**config.mk**
```make
export PLATFORM = sky130hd
export DESIGN_NAME = led_send_mc
export DESIGN_NICKNAME = d
export VERILOG_FILES = /design/src/rtl/led_send_mc.sv
export SDC_FILE = /design/constraint.sdc
export NUM_CORES = 1
export LEC_CHECK = 0
export ABC_AREA = 0
export BUFFER_PORTS_ARGS = -buffer_cell sky130_fd_sc_hd__buf_4
export CAP_MARGIN = 40
export CORE_MARGIN = 2
export CORE_UTILIZATION = 44
export DETAILED_ROUTE_END_ITERATION = 8
export GPL_ROUTABILITY_DRIVEN = 0
export PLACE_DENSITY_LB_ADDON = 0.05
export SETUP_SLACK_MARGIN = 0.02
export SLEW_MARGIN = 20
export SYNTH_ARGS = -nofsm -noshare
export SYNTH_HDL_FRONTEND = slang
export SYNTH_SLANG_ARGS = --single-unit
```
**constraint.sdc**
```tcl
create_clock -name clk -period 2.7 [get_ports clk]
set_clock_uncertainty 0.1 [all_clocks]
set_input_delay 0.405 -clock clk [delete_from_list [all_inputs] [get_ports clk]]
set_output_delay 0.405 -clock clk [all_outputs]
set_load 0.01 [all_outputs]
```
**src/rtl/led_send_mc.sv**
```systemverilog
// led_send_mc
// Multi-channel APA102-style LED sender. CH_NUM strips share one bit clock
// (cko_o) and each strip has its own data line (sdo[c]) fed from its own
// show-ahead RGB FIFO. A transaction sends WAIT_CNT idle bit periods, a
// 32-bit zero start frame, LED_NUM LED words per channel, END_WORDS words of
// all-ones end frame, then WAIT_CNT more idle bit periods.
//
// Ports:
//   clk          system clock
//   rst          synchronous active-high reset
//   start        transaction request, only looked at in IDLE
//   brightness   5-bit global brightness, captured when start is accepted
//   fifo_data_in per-channel {B,G,R}, channel c at [24c+23:24c]
//   fifo_empty   per-channel FIFO empty
//   rd           per-channel one-cycle pop strobe
//   cko_o        shared LED bit clock
//   sdo          per-channel serial data, MSB first
//   busy         high while a transaction is in progress
//   done         one-cycle pulse as busy falls
//   underrun     sticky per-channel flag, FIFO was empty at an LED fetch
module led_send_mc #(
  parameter int CH_NUM   = 2,
  parameter int LED_NUM  = 4,
  parameter int DIV_CNT  = 5,
  parameter int WAIT_CNT = 5
) (
  input  logic                 clk,
  input  logic                 rst,
  input  logic                 start,
  input  logic [4:0]           brightness,
  input  logic [24*CH_NUM-1:0] fifo_data_in,
  input  logic [CH_NUM-1:0]    fifo_empty,
  output logic [CH_NUM-1:0]    rd,
  output logic                 cko_o,
  output logic [CH_NUM-1:0]    sdo,
  output logic                 busy,
  output logic                 done,
  output logic [CH_NUM-1:0]    underrun
);

  localparam int END_WORDS = (LED_NUM <= 64) ? 1 : (LED_NUM + 63) / 64;
  localparam int PH_W      = $clog2(2 * DIV_CNT);
  localparam int LED_W     = $clog2(LED_NUM + 1);
  localparam int END_W     = $clog2(END_WORDS + 1);
  localparam int WAIT_W    = $clog2(WAIT_CNT + 1);

  localparam logic [PH_W-1:0]   PH_LAST   = PH_W'(2 * DIV_CNT - 1);
  localparam logic [PH_W-1:0]   PH_HIGH   = PH_W'(DIV_CNT);
  localparam logic [LED_W-1:0]  LED_LAST  = LED_W'(LED_NUM - 1);
  localparam logic [END_W-1:0]  END_LAST  = END_W'(END_WORDS - 1);
  localparam logic [WAIT_W-1:0] WAIT_LAST = WAIT_W'(WAIT_CNT - 1);

  typedef enum logic [2:0] {
    IDLE,
    PRE_WAIT,
    START_FR,
    LED_FR,
    END_FR,
    POST_WAIT
  } state_t;

  state_t                   state_q, state_d;
  logic [PH_W-1:0]          ph_q, ph_d;
  logic [4:0]               bit_q, bit_d;
  logic [LED_W-1:0]         led_q, led_d;
  logic [END_W-1:0]         end_q, end_d;
  logic [WAIT_W-1:0]        wait_q, wait_d;
  logic [4:0]               bright_q, bright_d;
  logic [CH_NUM-1:0][31:0]  shift_q, shift_d;
  logic [CH_NUM-1:0]        underrun_q, underrun_d;
  logic                     busy_q, busy_d;
  logic                     done_q, done_d;
  logic                     cko_q, cko_d;
  logic                     bit_end;
  logic                     fetch;

  // Next-state logic. A bit period ends on ph = 2*DIV_CNT-1; all state and
  // word changes happen on that cycle, so sdo only moves as ph wraps to 0,
  // well away from the cko_o rising edge at ph = DIV_CNT.
  always_comb begin
    state_d    = state_q;
    ph_d       = ph_q;
    bit_d      = bit_q;
    led_d      = led_q;
    end_d      = end_q;
    wait_d     = wait_q;
    bright_d   = bright_q;
    shift_d    = shift_q;
    underrun_d = underrun_q;
    busy_d     = busy_q;
    done_d     = 1'b0;
    fetch      = 1'b0;
    bit_end    = (ph_q == PH_LAST);

    if (state_q != IDLE) begin
      ph_d = bit_end ? '0 : ph_q + PH_W'(1);
    end

    case (state_q)
      IDLE: begin
        ph_d = '0;
        if (start) begin
          state_d    = PRE_WAIT;
          bright_d   = brightness;
          underrun_d = '0;
          busy_d     = 1'b1;
          wait_d     = '0;
          bit_d      = '0;
        end
      end
      PRE_WAIT: begin
        if (bit_end) begin
          if (wait_q == WAIT_LAST) begin
            state_d = START_FR;
            wait_d  = '0;
            bit_d   = '0;
          end else begin
            wait_d = wait_q + WAIT_W'(1);
          end
        end
      end
      START_FR: begin
        if (bit_end) begin
          bit_d = bit_q + 5'd1;
          if (bit_q == 5'd31) begin
            state_d = LED_FR;
            led_d   = '0;
            fetch   = 1'b1;
          end
        end
      end
      LED_FR: begin
        if (bit_end) begin
          bit_d = bit_q + 5'd1;
          if (bit_q == 5'd31) begin
            if (led_q == LED_LAST) begin
              state_d = END_FR;
              end_d   = '0;
            end else begin
              led_d = led_q + LED_W'(1);
              fetch = 1'b1;
            end
          end
        end
      end
      END_FR: begin
        if (bit_end) begin
          bit_d = bit_q + 5'd1;
          if (bit_q == 5'd31) begin
            if (end_q == END_LAST) begin
              state_d = POST_WAIT;
              wait_d  = '0;
            end else begin
              end_d = end_q + END_W'(1);
            end
          end
        end
      end
      POST_WAIT: begin
        if (bit_end) begin
          if (wait_q == WAIT_LAST) begin
            state_d = IDLE;
            wait_d  = '0;
            busy_d  = 1'b0;
            done_d  = 1'b1;
          end else begin
            wait_d = wait_q + WAIT_W'(1);
          end
        end
      end
      default: begin
        state_d = IDLE;
      end
    endcase

    // Shift registers: a fetch loads the next LED word (or a dark LED on an
    // empty FIFO); entering the end frame loads all ones; any other state
    // change clears the register so idle periods drive sdo low.
    for (int c = 0; c < CH_NUM; c++) begin
      if (fetch) begin
        if (fifo_empty[c]) begin
          shift_d[c]    = 32'hE000_0000;
          underrun_d[c] = 1'b1;
        end else begin
          shift_d[c] = {3'b111, bright_q, fifo_data_in[24*c +: 24]};
        end
      end else if (bit_end) begin
        if ((state_d == END_FR) && (state_q != END_FR)) begin
          shift_d[c] = '1;
        end else if (state_d != state_q) begin
          shift_d[c] = '0;
        end else begin
          shift_d[c] = {shift_q[c][30:0], state_q == END_FR};
        end
      end
    end

    cko_d = ((state_d == START_FR) || (state_d == LED_FR) || (state_d == END_FR)) &&
            (ph_d >= PH_HIGH);
  end

  always_ff @(posedge clk) begin
    if (rst) begin
      state_q    <= IDLE;
      ph_q       <= '0;
      bit_q      <= '0;
      led_q      <= '0;
      end_q      <= '0;
      wait_q     <= '0;
      bright_q   <= '0;
      shift_q    <= '0;
      underrun_q <= '0;
      busy_q     <= 1'b0;
      done_q     <= 1'b0;
      cko_q      <= 1'b0;
    end else begin
      state_q    <= state_d;
      ph_q       <= ph_d;
      bit_q      <= bit_d;
      led_q      <= led_d;
      end_q      <= end_d;
      wait_q     <= wait_d;
      bright_q   <= bright_d;
      shift_q    <= shift_d;
      underrun_q <= underrun_d;
      busy_q     <= busy_d;
      done_q     <= done_d;
      cko_q      <= cko_d;
    end
  end

  // The pop strobe coincides with the edge that loads the shift register,
  // so a show-ahead FIFO advances exactly when its head word is consumed.
  assign rd = {CH_NUM{fetch}} & ~fifo_empty;

  always_comb begin
    sdo = '0;
    for (int c = 0; c < CH_NUM; c++) begin
      sdo[c] = shift_q[c][31];
    end
  end

  assign cko_o    = cko_q;
  assign busy     = busy_q;
  assign done     = done_q;
  assign underrun = underrun_q;

endmodule

```
==> results of run 1 <==
## timing repair
item / in CTS / in global routing
setup buffers: 0 / 0
setup endpoints to repair: 0 / 1
gates resized for setup: 0 / 1
## Yosys cell counts (5+ instances only)
master	number	area (µm²)
o32ai_2	41	667
nor3_1	5	25.0
nor2_1	85	319
a311oi_1	7	61.3
ha_1	7	87.6
buf_2	14	70.1
nand4_1	7	43.8
inv_1	56	210
o21ai_0	60	300
buf_12	5	100
dfxtp_1	92	1840
buf_4	9	67.6
nand3b_1	59	443
clkbuf_1	32	120
a21oi_1	70	350
nand2_1	21	78.8
o32ai_1	15	131
## cell usage in the layout (no fill, tap or decap), drive strengths merged, types with 3 or more instances in the layout
cell,instances
nand3,3
dfxtp,92
nor4,3
o32ai,56
a2bb2oi,3
xor2,4
clkbuf,14
nor3,5
mux2i,4
and3,3
and2,3
nand3b,60
a21oi,70
ha,7
o211ai,3
nand2,23
nor2,85
a311oi,7
inv,56
o21ai,61
buf,80
or3,3
nand4,8
## through the flow
step | instances | total power [mW] | setup slack [ns]
6_report | 849 | 2.77 | 0.124
3_3_place_gp | 833 | 1.64 | 0.390
4_1_cts | 849 | 2.80 | 0.126
2_1_floorplan | 650 | 1.56 | 0.486
3_5_place_dp | 833 | 1.65 | 0.333
5_1_grt | 849 | 2.88 | 0.0305
## flip-flops by register name, indices dropped and copies added, names as in the netlist
register  cells
ph_q          4
shift_q      62
wait_q        3
state_q       3
sdo           2
underrun      2
done          1
led_q         3
bright_q      5
cko_o         1
bit_q         5
busy          1
## per-layer routing
layer / wire length [µm] / up-vias
met1: 6380 / 2183
li1: - / 2381
met5: 0 / -
met3: 472 / 17
met2: 5970 / 93
met4: 273 / 0
## report_power, final
group	switching [mW]	leakage [nW]	internal, mW	total, mW
Combinational	0.133	1.48	0.110	0.242
Clock	0.504	0.131	0.648	1.15
Sequential	0.00662	0.742	1.37	1.37
## worst reg2reg max path, delay by kind of cell, from the launching register on
| family | cells | cell delay, ns |
|---|---|---|
| DFF | 1 | 0.33 |
| and+or+nand+nor | 2 | 0.38 |
| adders and majority gates | 2 | 0.40 |
| AOI/OAI and AO/OA | 3 | 0.64 |
| buffers and inverters | 2 | 0.44 |
## cell type report
cell class / instances / share of cell area
Inverter: 56 / 0.0335
Multi-Input combinational cell: 437 / 0.488
Clock inverter: 2 / 0.00160
Sequential cell: 92 / 0.294
Tap cell: 168 / 0.0335
Clock buffer: 14 / 0.0405
Timing Repair Buffer: 80 / 0.110
## cell families after synthesis
kind of cell               count (synthesis)  synth area share
AOI/OAI and AO/OA                        212             0.305
xor gates and xnor gates                   5           0.00796
adders and majority gates                  7            0.0159
buffers and inverters                    121             0.112
DFF                                       92             0.335
muxes                                      4           0.00728
and+or+nand+nor                          209             0.217
## worst max-delay path by stage
stage	startpoint	end	slack (ns)	cells after the start
floorplan	bit_q[0]	shift_q[10]	0.49	9
global placement	bit_q[0]	shift_q[34]	0.39	9
detailed placement	bit_q[0]	shift_q[60]	0.33	8
CTS	bit_q[0]	rd[1]	0.13	7
global route	bit_q[1]	rd[1]	0.03	7
finish	bit_q[0]	rd[1]	0.12	7
==> results.json, run 1 <==
{
  "min_period_over_period": 0.954,
  "busiest_layer": "met2",
  "met3_usage": 0.0288,
  "die-area_um2": 13400,
  "antenna_found_initial": 0,
  "path_cells": "ha_1 > and3_1 > ha_1 > buf_4 > nand3b_4 > nor4_2 > buf_4",
  "coreArea_um2": 12100,
  "holdCritPathClass": "in -> reg",
  "grt_pass1_vias": 4582,
  "worst_pin_slew_ns": 0.712,
  "crit_type": "reg -> out",
  "clk_path_buf_depth": 2,
  "worst_r2r_path_depth": 9,
  "totalWireLength_um": 13100,
  "async_flop_share": 0,
  "timing.rr.end": "shift_q[40]",
  "n_fill_cell": 1154,
  "placed_area_um2": 6000,
  "cts_buffers": 9,
  "cts_max_level": 3,
  "dp_hpwl_um": 8170,
  "vias_per_cell": 5.51,
  "cts_sinks": 92,
  "grt_overflow": 0,
  "ys_types": 56,
  "fin_area_um2": 6270,
  "finalSetupViolations": 0,
  "clk_latency_ns": 0.34,
  "cts_root_buf": "clkbuf_16",
  "fin_setup_tns_ns": 0,
  "nNetsFinal": 741,
  "grtUsageMet2": 0.335,
  "crit_buf_inv": 2,
  "synth_fp_nets": 715,
  "synth_edf_count": 0,
  "layout-drive-gt1-share": 0.217,
  "avgSynthCellArea_um2": 8.46,
  "ios": 67,
  "powerDensity_nw_per_um2": 441,
  "critical_path.top_delay_family": "simple AND/OR/NAND/NOR gates",
  "r2r_setup_slack_ns": 0.33,
  "hold-worst-slack_ns": 0.184,
  "ys_ff_latch": 92,
  "whs_endpoint": "underrun[1]",
  "path_clk_slew_ns": 0.06,
  "drcViolationCount": 0,
  "slowest_stage": "nor4_2",
  "max-vdd-ir-drop_mv": 0.233,
  "max_slew_margin": 0.525,
  "grt_first_pass_wirelength_um": 22000,
  "p_leak_nw": 2.35,
  "post-route-min-period_ns": 2.58,
  "worstPathRequired_ns": 2.19,
  "grt_use_total": 0.204,
  "min-delay-start": "rst",
  "critPathMaxFanout": 9,
  "antennaDiodeCount": 0,
  "cts_hold_buf": 0,
  "critPathMaxStageDelay_ns": 0.37,
  "fmax_mhz": 388,
  "synth_area_um2": 5500,
  "drt_pre_antenna_iters": 4,
  "endpoint_kind": "output port",
  "ant_nets": 0,
  "synth_ff_type": "dfxtp_1",
  "crit-reg2reg-launch": "bit_q[0]",
  "grt_max_degree": 58,
  "hold_violations": 0,
  "drv_cap": 0,
  "critPathLaunchType": "flip-flop",
  "critPathArrivalTime_ns": 2.07,
  "die_h_um": 116,
  "vias": 4674,
  "ys_seq_area_frac": 0.335,
  "cts_tree": "done",
  "fp.dieW_um": 116,
  "syn_inst": 650,
  "ff_latch_area_um2": 1840,
  "met1_usage": 0.271,
  "syn_to_final_growth_pct": 14.1,
  "initial_utilization": 0.454,
  "drv_slew": 0,
  "hold_depth": 2,
  "yosysWarnings": 0,
  "utilization": 0.518,
  "drt_iter0_markers": 316,
  "port_buffers": 66,
  "avgRoutedWirePerCell_um": 15.4,
  "rsz0062_at_grt": "false",
  "status": "finished, final reports clean",
  "fp-row-count": 40,
  "multi_input_area_um2": 3060
}
Note: power is estimated with default switching activity, not from simulation.
==> run 2, diff against run 1 <==
--- a/config.mk
+++ b/config.mk
@@ -9,7 +9,8 @@
 export BUFFER_PORTS_ARGS = -buffer_cell sky130_fd_sc_hd__buf_4
 export CAP_MARGIN = 40
 export CORE_MARGIN = 2
-export CORE_UTILIZATION = 44
+export CORE_UTILIZATION = 59
+export CTS_BUF_LIST = sky130_fd_sc_hd__clkbuf_16
 export DETAILED_ROUTE_END_ITERATION = 8
 export GPL_ROUTABILITY_DRIVEN = 0
 export PLACE_DENSITY_LB_ADDON = 0.05
==> run 2 against run 1 <==
  * Register-to-register slack worse by 0.02 ns
  * Sequential power hardly changed
  * Global-route usage rose by 5.5 points
  * Total power up 3.9%
  * Clock power up 9.6%
  * Clock-buffer cell count down 5
  * Sequential share of layout area up 0.34 points
  * Worst setup slack better by 0.0096 ns
  * Combinational power is 2% lower
  * Highest routed layer unchanged
==> results.json, run 2 (same netlist as run 1, synthesis figures left out) <==
{
  "critPathLaunchType": "flip-flop",
  "met3_usage": 0.0284,
  "drcViolationCount": 0,
  "powerDensity_nw_per_um2": 463,
  "antenna_found_initial": 0,
  "clk_path_buf_depth": 2,
  "final_common_cell": "dfxtp_1",
  "totalWireLength_um": 12800,
  "r2r_setup_slack_ns": 0.31,
  "worst_r2r_path_depth": 8,
  "min-delay-start": "brightness[4]",
  "timing.rr.end": "shift_q[59]",
  "vias_per_cell": 6.08,
  "critPathMaxFanout": 9,
  "port_buffers": 66,
  "grt_pass1_vias": 4706,
  "worstPathRequired_ns": 2.19,
  "final_cell_mix": "dfxtp_1 (92), nor2_1 (85), buf_4 (77)",
  "coreArea_um2": 9150,
  "placed_area_um2": 5900,
  "grt_first_pass_wirelength_um": 21500,
  "grt_use_total": 0.259,
  "hold_depth": 3,
  "fin_setup_tns_ns": 0,
  "max_slew_margin": 0.556,
  "drt_iter0_markers": 273,
  "fmax_mhz": 390,
  "holdCritPathClass": "in -> reg",
  "hold_violations": 0,
  "largest_reg_flops": 62,
  "endpoint_kind": "output port",
  "nNetsFinal": 742,
  "min_period_over_period": 0.951,
  "drv_slew": 0,
  "cts_root_buf": "clkbuf_16",
  "met1_usage": 0.330,
  "layout-drive-gt1-share": 0.224,
  "ios": 67,
  "vias": 4824,
  "reg_top3": "shift_q: 62 flops, bit_q: 5 flops, bright_q: 5 flops",
  "avgRoutedWirePerCell_um": 16.2,
  "busiest_layer": "met2",
  "whs_endpoint": "bright_q[4]",
  "place_worst_setup_slack_ns": 0.286,
  "fp.dieW_um": 101,
  "multi_input_area_um2": 3050,
  "cts_buffers": 9,
  "ff_latch_area_um2": 1840,
  "dp_hpwl_um": 8020,
  "die_h_um": 101,
  "fp-row-count": 35,
  "cts_tree": "done",
  "finalSetupViolations": 0,
  "fin_ws_ns": 0.133,
  "grt_overflow": 0,
  "fin_area_um2": 6200,
  "drt_pre_antenna_iters": 5,
  "cts_setup_buffers": 0,
  "drv_cap": 0,
  "n_fill_cell": 765,
  "critPathArrivalTime_ns": 2.06,
  "syn_to_final_growth_pct": 12.8,
  "die-area_um2": 10100,
  "grt_max_degree": 58,
  "worst_pin_slew_ns": 0.659,
  "top_register": "shift_q",
  "clk_latency_ns": 0.34,
  "ant_nets": 0,
  "initial_utilization": 0.601,
  "cts_sinks": 92,
  "status": "finished, final reports clean",
  "crit-reg2reg-launch": "bit_q[0]",
  "crit_type": "reg -> out",
  "grtUsageMet2": 0.444,
  "antennaDiodeCount": 0,
  "p_leak_nw": 2.35,
  "rsz0062_at_grt": "true",
  "path_clk_slew_ns": 0.07,
  "max-vdd-ir-drop_mv": 0.294,
  "post-route-min-period_ns": 2.57,
  "cts_max_level": 3
}
run 2: changes by cell type in the layout (fill, tap and decap cells not counted), sizes merged:
| cell | change |
|---|---|
| buf | +1 |
| clkbuf | -5 |
| inv | +2 |
| clkinvlp | +2 |
| bufinv | +1 |
run 2: repair_timing:
action                                  in CTS  in global routing
resized for setup                            0                  1
hold buffers                                 0                  0
endpoints found under the setup margin       0                  2
run 2: cell type report:
type	instances	share of cell area
multi-input cells	437	0.492
flip-flops and latches	92	0.297
repair buffers	81	0.106
clock buffers	9	0.0363
inverters	56	0.0339
well taps	111	0.0224
clock inverters	7	0.0121
run 2: stage by stage:
stage               hold slack (ns)   util  instances  total power [mW]
global route                  0.224  0.678        793              2.97
floorplan                     0.332      -        650              1.56
CTS                           0.210  0.678        793              2.89
global placement              0.340  0.645        777              1.64
finish                        0.220  0.678        793              2.87
detailed placement            0.350  0.645        777              1.64
run 2: how the worst max path moves through the flow:
| stage | from | end | slack, ns | cells past startpoint |
|---|---|---|---|---|
| floorplan | bit_q[0] | shift_q[10] | 0.49 | 9 |
| global placement | bit_q[0] | shift_q[47] | 0.39 | 8 |
| detailed placement | bit_q[0] | shift_q[60] | 0.29 | 8 |
| CTS | bit_q[0] | rd[0] | 0.05 | 6 |
| global route | bit_q[0] | rd[0] | 0.01 | 6 |
| finish | bit_q[0] | rd[0] | 0.13 | 6 |
run 2: worst max-delay path, cell delays in order (launching register included):
cell and delay (ns):
dfxtp_1 0.37, ha_1 0.18, and3_1 0.19, ha_2 0.28
nand3b_4 0.18, nor4_2 0.35, buf_4 0.18
run 2: metal layers:
layer / wire, µm / vias up / part of all wire
li1: - / 2386 / -
met1: 5820 / 2316 / 0.45
met2: 6320 / 106 / 0.49
met3: 500 / 16 / 0.039
met4: 200 / 0 / 0.016
met5: 0 / - / 0
run 2: power breakdown:
group	leakage, nW	internal [mW]	total [mW]	switching, mW
registers	0.742	1.36	1.37	0.00906
clock network	0.140	0.723	1.26	0.542
logic	1.47	0.107	0.236	0.129
total	2.35	2.19	2.87	0.680
